--- src/rtl/gon_ctrl.sv ---
// gon_ctrl: sequencer for the two-level GON gather network.
// CONFIG loads the YID chain (NUM_ROW beats) and then the XID chain (NUM_ROW*NUM_COL beats)
// from a valid/ready ID source. RUN walks the (tag_Y, tag_X) grid one GON->GLB beat per pair.
// Optional per-tag watchdog enabled by defining GON_CTRL_TIMEOUT_EN.
module gon_ctrl #(
    parameter int unsigned NUM_ROW        = 6,
    parameter int unsigned NUM_COL        = 5,
    parameter int unsigned XID_BITS       = 5,
    parameter int unsigned YID_BITS       = 3,
    parameter int unsigned TIMEOUT_CYCLES = 1024
) (
    input  logic                clk,
    input  logic                rst,
    input  logic                start_cfg,
    input  logic                start_run,
    input  logic [YID_BITS-1:0] run_num_y,
    input  logic [XID_BITS-1:0] run_num_x,
    input  logic                cfg_valid,
    output logic                cfg_ready,
    input  logic [XID_BITS-1:0] cfg_id,
    output logic                set_YID,
    output logic [YID_BITS-1:0] YID_scan_in,
    output logic                set_XID,
    output logic [XID_BITS-1:0] XID_scan_in,
    output logic [YID_BITS-1:0] tag_Y,
    output logic [XID_BITS-1:0] tag_X,
    input  logic                mon_valid,
    input  logic                mon_ready,
    output logic                busy,
    output logic                cfg_done,
    output logic                run_done,
    output logic                timeout_err
);

    localparam int unsigned NUM_XID = NUM_ROW * NUM_COL;
    localparam int unsigned CNT_W   = $clog2(NUM_XID + 1);

    localparam logic [2:0] IDLE   = 3'd0;
    localparam logic [2:0] LOAD_Y = 3'd1;
    localparam logic [2:0] LOAD_X = 3'd2;
    localparam logic [2:0] RUN    = 3'd3;
    localparam logic [2:0] DONE   = 3'd4;

    localparam logic [XID_BITS-1:0] X_ONE = 1;
    localparam logic [YID_BITS-1:0] Y_ONE = 1;

    // The watchdog limit must be nonzero for the per-tag counter to make sense.
    if (TIMEOUT_CYCLES == 0) begin : g_bad_timeout
        $error("TIMEOUT_CYCLES must be nonzero");
    end

    logic [2:0]          state_q;
    logic [CNT_W-1:0]    beat_cnt_q;
    logic [YID_BITS-1:0] num_y_q;
    logic [XID_BITS-1:0] num_x_q;
    logic                accept;
    logic                last_x;
    logic                last_y;
    logic                advance;
    logic                tmo_hit;
    logic                run_accept;

    assign cfg_ready  = (state_q == LOAD_Y) || (state_q == LOAD_X);
    assign busy       = (state_q != IDLE);
    assign run_done   = (state_q == DONE);
    assign accept     = cfg_valid & cfg_ready;
    assign last_x     = (tag_X == num_x_q - X_ONE);
    assign last_y     = (tag_Y == num_y_q - Y_ONE);
    assign run_accept = (state_q == IDLE) & start_run & ~start_cfg;
    // A watchdog expiry advances the walk exactly like a completed beat.
    assign advance    = (mon_valid & mon_ready) | tmo_hit;

`ifdef GON_CTRL_TIMEOUT_EN
    localparam int unsigned TMO_W = $clog2(TIMEOUT_CYCLES + 1);

    logic [TMO_W-1:0] tmo_cnt_q;

    assign tmo_hit = (state_q == RUN) && (tmo_cnt_q == TMO_W'(TIMEOUT_CYCLES - 1));

    // Per-tag wait counter and sticky timeout flag.
    always_ff @(posedge clk or posedge rst) begin
        if (rst) begin
            tmo_cnt_q   <= '0;
            timeout_err <= 1'b0;
        end else begin
            if (state_q != RUN || advance) begin
                tmo_cnt_q <= '0;
            end else begin
                tmo_cnt_q <= tmo_cnt_q + 1'b1;
            end
            if (run_accept) begin
                timeout_err <= 1'b0;
            end else if (tmo_hit && !(mon_valid && mon_ready)) begin
                timeout_err <= 1'b1;
            end
        end
    end
`else
    assign tmo_hit     = 1'b0;
    assign timeout_err = 1'b0;
`endif

    // Main sequencer: state, beat counter, chain drive and tag walk.
    always_ff @(posedge clk or posedge rst) begin
        if (rst) begin
            state_q     <= IDLE;
            beat_cnt_q  <= '0;
            num_y_q     <= '0;
            num_x_q     <= '0;
            set_YID     <= 1'b0;
            YID_scan_in <= '0;
            set_XID     <= 1'b0;
            XID_scan_in <= '0;
            tag_Y       <= '0;
            tag_X       <= '0;
            cfg_done    <= 1'b0;
        end else begin
            set_YID  <= 1'b0;
            set_XID  <= 1'b0;
            cfg_done <= 1'b0;
            case (state_q)
                IDLE: begin
                    if (start_cfg) begin
                        state_q    <= LOAD_Y;
                        beat_cnt_q <= '0;
                    end else if (start_run) begin
                        state_q <= RUN;
                        num_y_q <= run_num_y;
                        num_x_q <= run_num_x;
                        tag_Y   <= '0;
                        tag_X   <= '0;
                    end
                end
                LOAD_Y: begin
                    if (accept) begin
                        set_YID     <= 1'b1;
                        YID_scan_in <= cfg_id[YID_BITS-1:0];
                        if (beat_cnt_q == CNT_W'(NUM_ROW - 1)) begin
                            state_q    <= LOAD_X;
                            beat_cnt_q <= '0;
                        end else begin
                            beat_cnt_q <= beat_cnt_q + 1'b1;
                        end
                    end
                end
                LOAD_X: begin
                    if (accept) begin
                        set_XID     <= 1'b1;
                        XID_scan_in <= cfg_id;
                        if (beat_cnt_q == CNT_W'(NUM_XID - 1)) begin
                            state_q    <= IDLE;
                            beat_cnt_q <= '0;
                            cfg_done   <= 1'b1;
                        end else begin
                            beat_cnt_q <= beat_cnt_q + 1'b1;
                        end
                    end
                end
                RUN: begin
                    if (num_y_q == '0 || num_x_q == '0) begin
                        state_q <= DONE;
                    end else if (advance) begin
                        if (last_x) begin
                            if (last_y) begin
                                // Final pair: tags stay on it through DONE/IDLE.
                                state_q <= DONE;
                            end else begin
                                tag_X <= '0;
                                tag_Y <= tag_Y + Y_ONE;
                            end
                        end else begin
                            tag_X <= tag_X + X_ONE;
                        end
                    end
                end
                DONE: begin
                    state_q <= IDLE;
                end
                default: begin
                    state_q <= IDLE;
                end
            endcase
        end
    end

endmodule

--- config.mk ---
export PLATFORM = sky130hd
export DESIGN_NAME = gon_ctrl
export DESIGN_NICKNAME = d
export VERILOG_FILES = /design/src/rtl/gon_ctrl.sv
export SDC_FILE = /design/constraint.sdc
export NUM_CORES = 1
export LEC_CHECK = 0
export ABC_AREA = 1
export CORE_MARGIN = 4
export CORE_UTILIZATION = 51
export CTS_CLUSTER_DIAMETER = 100
export DETAILED_ROUTE_END_ITERATION = 8
export PLACE_DENSITY = 0.9
export SLEW_MARGIN = 20
export SYNTH_ARGS = -nofsm -noshare
export SYNTH_HDL_FRONTEND = slang
export SYNTH_SLANG_ARGS = --single-unit
--- constraint.sdc ---
create_clock -name clk -period 1.7 [get_ports clk]
set_input_delay 0.255 -clock clk [delete_from_list [all_inputs] [get_ports clk]]
set_output_delay 0.255 -clock clk [all_outputs]
set_load 0.01 [all_outputs]
==> results.toml <==
[run_status]
status = "finished, final reports clean"

[setup_path]
cp_cell_sequence = "inv_2 > ha_4 > inv_2 > nand2_2 > nand2_1 > nor2_1 > nand3_1 > nor2_1 > nand3_1 > nand2_2 > nand2_2 > nand2_2 > nand2_1"
r2r-start = "num_x_q[0]"
cp_max_fo = 3
crit_family = "simple AND/OR/NAND/NOR gates"
critPathSlowestCell = "dfrtp_1"
critPathMaxStageDelay_ns = 0.40
crit_type = "reg2reg"
worstSetupEndpointType = "flip-flop"
worst-path-buf-inv = 2
start_kind = "flip-flop"
crit_start = "num_x_q[0]"
cpMostUsedCell = "nand2_2"
cp.required_ns = 1.88
arrival_ns = 1.86

[yosys]
synthFlopType = "dfrtp_1"
synth-compound-area-share_pct = 8.80
syn-cell-area_um2 = 2090
synth_top_area_share_pct = 41.9
synth_seq_cells = 35
synth_cell_type_count = 29
syn_inst = 270
synthMuxAreaShare_pct = 0
synth.top_cells.by_count = "nand2_1 (73), inv_1 (37), dfrtp_1 (35)"
synth_nets = 297
synth_xor_area_share_pct = 2.51
synth.most_common_cell = "nand2_1"
ys_seq_area_share_pct = 41.9
syn_area_per_cell_um2 = 7.74
ys.warnings.count = 0
synth_fa_ha_area_share_pct = 4.19
synth_top_family_by_area = "simple AND/OR/NAND/NOR gates"
yosys.area.top_type = "dfrtp_1"
synth_edf_count = 0
synthArstFlopShare_pct = 100
synth_area_leaders = "dfrtp_1 (42%), nand2_1 (13%), nand3_1 (6.7%), inv_1 (6.6%), ha_1 (4.2%)"
synth_simple_gate_area_share_pct = 34.4

[grt]
grt_max_degree = 36
overflow = 0
antenna_found_initial = 0
grt_pass1_wl_mm = 7.93
grt_util_all_layers_pct = 19.2
grt_pass1_vias = 1867

[floorplanning]
rows = 23
die-area_um2 = 5190
core_area_um2 = 3970
die_w_um = 72.0
start_util_pct = 52.6
die_h_um = 72.0
ios = 43

[min_path]
hold_class = "in2async"

[cts]
cts_tree = "yes"
htree_levels = 2
cts_buffer_depth = 2
worst_skew_pair.late_latency_ns = 0.29
clock-sinks = 35
cts_inserted_buffers = 5
clk_pin_slew_worst_paths_ns = 0.08
root_buffer = "clkbuf_8"
post-cts-setup-buffers = 0

[cells_and_area]
stdcell_count = 371
area_growth_pct = 33.5
antenna_cells = 0
regArea_um2 = 878
drive_gt1_share_pct = 22.4
nNetsFinal = 347
nFillCells = 320
multi_input_area_um2 = 1130

[routing]
drtPass1Iterations = 4
post_drt_via_cell_ratio = 5.14
drt-total-wl_mm = 4.77
remaining_drc_errors = 0
wl_per_cell_um = 12.8
vias = 1908
ant_nets = 0
drt_iter0_drc = 142

[timing]
finalCriticalPeriod_ns = 1.68
holdWs_ns = 0.359
fmax_mhz = 596
final_hold_viol_count = 0
skew_ns = 0.00655
setup_viol = 0
rsz0062_at_grt = "true"
post-route-period-util_pct = 98.7
slew_viol_final = 0

[run]
max-cap-violations = 0

[place]
globalplace.congestion = 0.782
placed_cells_incl_taps = 363
portBuffers = 41
dp_hpwl_mm = 3.43

[pwr]
peakVddDrop_mv = 0.942
leakage_nw = 1.33
power.density_nw_per_um2 = 1650
[routing by layer]
| metal | track usage, % | wire, um | vias to the layer above |
|---|---|---|---|
| met5 | 0 | 0 | - |
| met4 | 5.64 | 27 | 0 |
| met3 | 5.12 | 357 | 4 |
| met2 | 32.7 | 2390 | 62 |
| met1 | 24.1 | 1990 | 882 |
| li1 | - | - | 960 |
[through the flow]
stage	instance area [um2]	setup TNS, ns	utilization, %	worst slack [ns]	power, mW
after floorplan	2090	0	-	0.143	2.85
after CTS	2720	0	68.4	0.00458	4.39
final	2790	0	70.3	0.0216	4.61
after detailed placement	2600	-0.0383	65.4	-0.0154	3.62
after global routing	2790	-0.350	70.3	-0.104	4.99
after global placement	2600	0	65.4	0.0505	3.54
[where the power goes]
group          switching (mW)  internal, mW  total [mW]  leakage [nW]
registers               0.277          1.11        1.39         0.443
logic                    1.42          1.05        2.47         0.830
clock network           0.320         0.436       0.756        0.0581
total                    2.02          2.59        4.61          1.33
[area by class of cell]
class / count / area share (%)
clock inverters: 3 / 1.57
inverters: 40 / 5.38
flip-flops and latches: 35 / 31.5
well taps: 50 / 2.24
repair buffers: 46 / 16.4
clock buffers: 5 / 2.47
multi-input cells: 192 / 40.5
[repair_timing]
item | in CTS | in global routing
pin swaps | 0 | 17
setup endpoints to repair | 9 | 11
hold buffers | 0 | 0
resized for setup | 8 | 25
[worst reg2reg max path: cells and delay by family (launching register included)]
family,cells,cell delay [ns]
buf+inv,2,0.10
fa+ha+maj,1,0.27
simple gates,10,0.81
flops,1,0.40
[layout by cell type (no fill, tap or decap), drive strengths merged]
master,instances
nand2,81
inv,40
clkdlybuf4s50,38
dfrtp,35
nand3,33
nor2,30
a21oi,14
o21ai,12
ha,7
clkbuf,5
buf,5
xnor2,3
xor2,3
dlygate4sd2,3
nor3,3
nand4,2
o22ai,2
clkinv,2
or2,1
conb,1
bufinv,1
[state kept, by name, summed over array words and instances (netlist names)]
register / flops
beat_cnt_q: 5
tag_Y: 3
tag_X: 5
set_YID: 1
num_y_q: 3
cfg_done: 1
set_XID: 1
YID_scan_in: 3
state_q: 3
XID_scan_in: 5
num_x_q: 5
[final timing paths]
path,to,slack (ns),cells after the start
worst max register to register,state_q[0],0.02,13
worst min-delay path,YID_scan_in[2],0.36,3
worst min register to register,XID_scan_in[2],0.49,2
min in group clk,XID_scan_in[2],0.49,2
max in group asynchronous,state_q[1],1.00,3
worst max-delay path,state_q[0],0.02,13
[kinds of logic after synthesis]
logic type,Yosys count
buf+inv,43
compound gates,28
other cells,1
simple gates,150
xor+xnor,6
fa+ha+maj,7
flops,35
Note: power is estimated with default switching activity, not from simulation.
==> patch: new RTL, same settings <==
The option `GON_CTRL_TIMEOUT_EN` is turned on by a define.
--- a/src/rtl/gon_ctrl.sv
+++ b/src/rtl/gon_ctrl.sv
@@ -2,6 +2,8 @@
 // CONFIG loads the YID chain (NUM_ROW beats) and then the XID chain (NUM_ROW*NUM_COL beats)
 // from a valid/ready ID source. RUN walks the (tag_Y, tag_X) grid one GON->GLB beat per pair.
 // Optional per-tag watchdog enabled by defining GON_CTRL_TIMEOUT_EN.
+`define GON_CTRL_TIMEOUT_EN
+
 module gon_ctrl #(
     parameter int unsigned NUM_ROW        = 6,
     parameter int unsigned NUM_COL        = 5,
Function: no difference found for any inputs over 10 cycles, from zero or initial values and one cycle with rst high; that may be too few to reach the edited logic, so the function may still have changed.
==> patch against the original RTL <==
  * The flow now finishes with violations (negative setup slack)
  * Synthesized cell count increased by 20%
  * Non-clock buffer count increased by 13
  * Power increased by 12%
  * Area after synthesis increased by 23%
  * Cell area increased by 23%
  * Via count increased by 24%
  * Setup slack got worse by 0.099 ns
  * Sequential share of layout area increased by 2.8 points
  * Sequential cell count increased by 12
  * Wire length increased by 28%
  * Critical endpoint is now tag_X[4]$_DFFE_PP0P_
  * Largest power group unchanged
==> patch: results (changes against the original RTL) <==
Peak VDD IR=0.754 mV (-20%); Gate Count Post-Synth=324 (+20%); Layout area overhead=33.4% (about the same); setup ws final=-0.0772 ns (-0.0989 ns); clkbuf count=6 (+1); first-pass GRT wire length=10200 µm (+29%); pin count of the biggest net entering global routing=48 (+33%); Setup Viol. Count Final=8 (+8); synth top area cells=dfrtp_1, nand2_1, inv_1; Lkg Pwr=1.61 nW (+21%); status=finished with violations; # placed instances=440 (+21%); Sw Share=43.1% (-0.75 points); # nets final=417 (+20%); failing checks=negative setup slack; Post-synth top cells=nand2_1, dfrtp_1, inv_1, nor2_1, nand3_1; inverter count=45 (+13%); vias in the first global route=2274 (+22%); vias per std cell=5.20 (+1.0%); share of layout cells above drive strength 1=21.1% (-1.4 points); sequential logic power=1.61 mW (+16%); largest stage delay on the critical path=0.37 ns (-0.03 ns); Setup Buffers After CTS=2 (+2); Seq/total area=34.2% (+2.8 points); cts repair resizes=16 (+8); Reg2Reg Depth=10 (-3); Die Area=0.00626 mm² (+21%); combinational share of power=55.7% (+2.1 points); ClkCell Share=2.54% (-1.5 points)
==> patch: changes by cell type in the layout (fill, tap and decap cells not counted), moves of 4 or more <==
cell and change:
o21ai_0 +10, nand2_2 -5, nand3_4 +4, nand2_1 +16, buf_4 +12, dfrtp_1 +12
nor2_1 +6, xor2_1 +5
==> patch: kinds of logic (layout without fill, tap and decap cells) <==
group | Yosys count | in the layout | synth area share, %
buffers and inverters | 47 | 111 | 7.03
flip-flops | 47 | 47 | 45.6
adder cells (fa/ha/maj) | 8 | 8 | 3.88
XOR/XNOR | 10 | 10 | 3.39
AND/OR/NAND/NOR | 171 | 172 | 31.3
AO/OA/AOI/OAI | 41 | 41 | 8.87
==> patch: routing by layer <==
metal	wire [µm]	up-vias	global-route usage, %
li1	-	1172	-
met1	2580	1131	26.0
met2	3170	57	34.4
met3	251	9	4.08
met4	87	0	6.87
met5	0	-	0
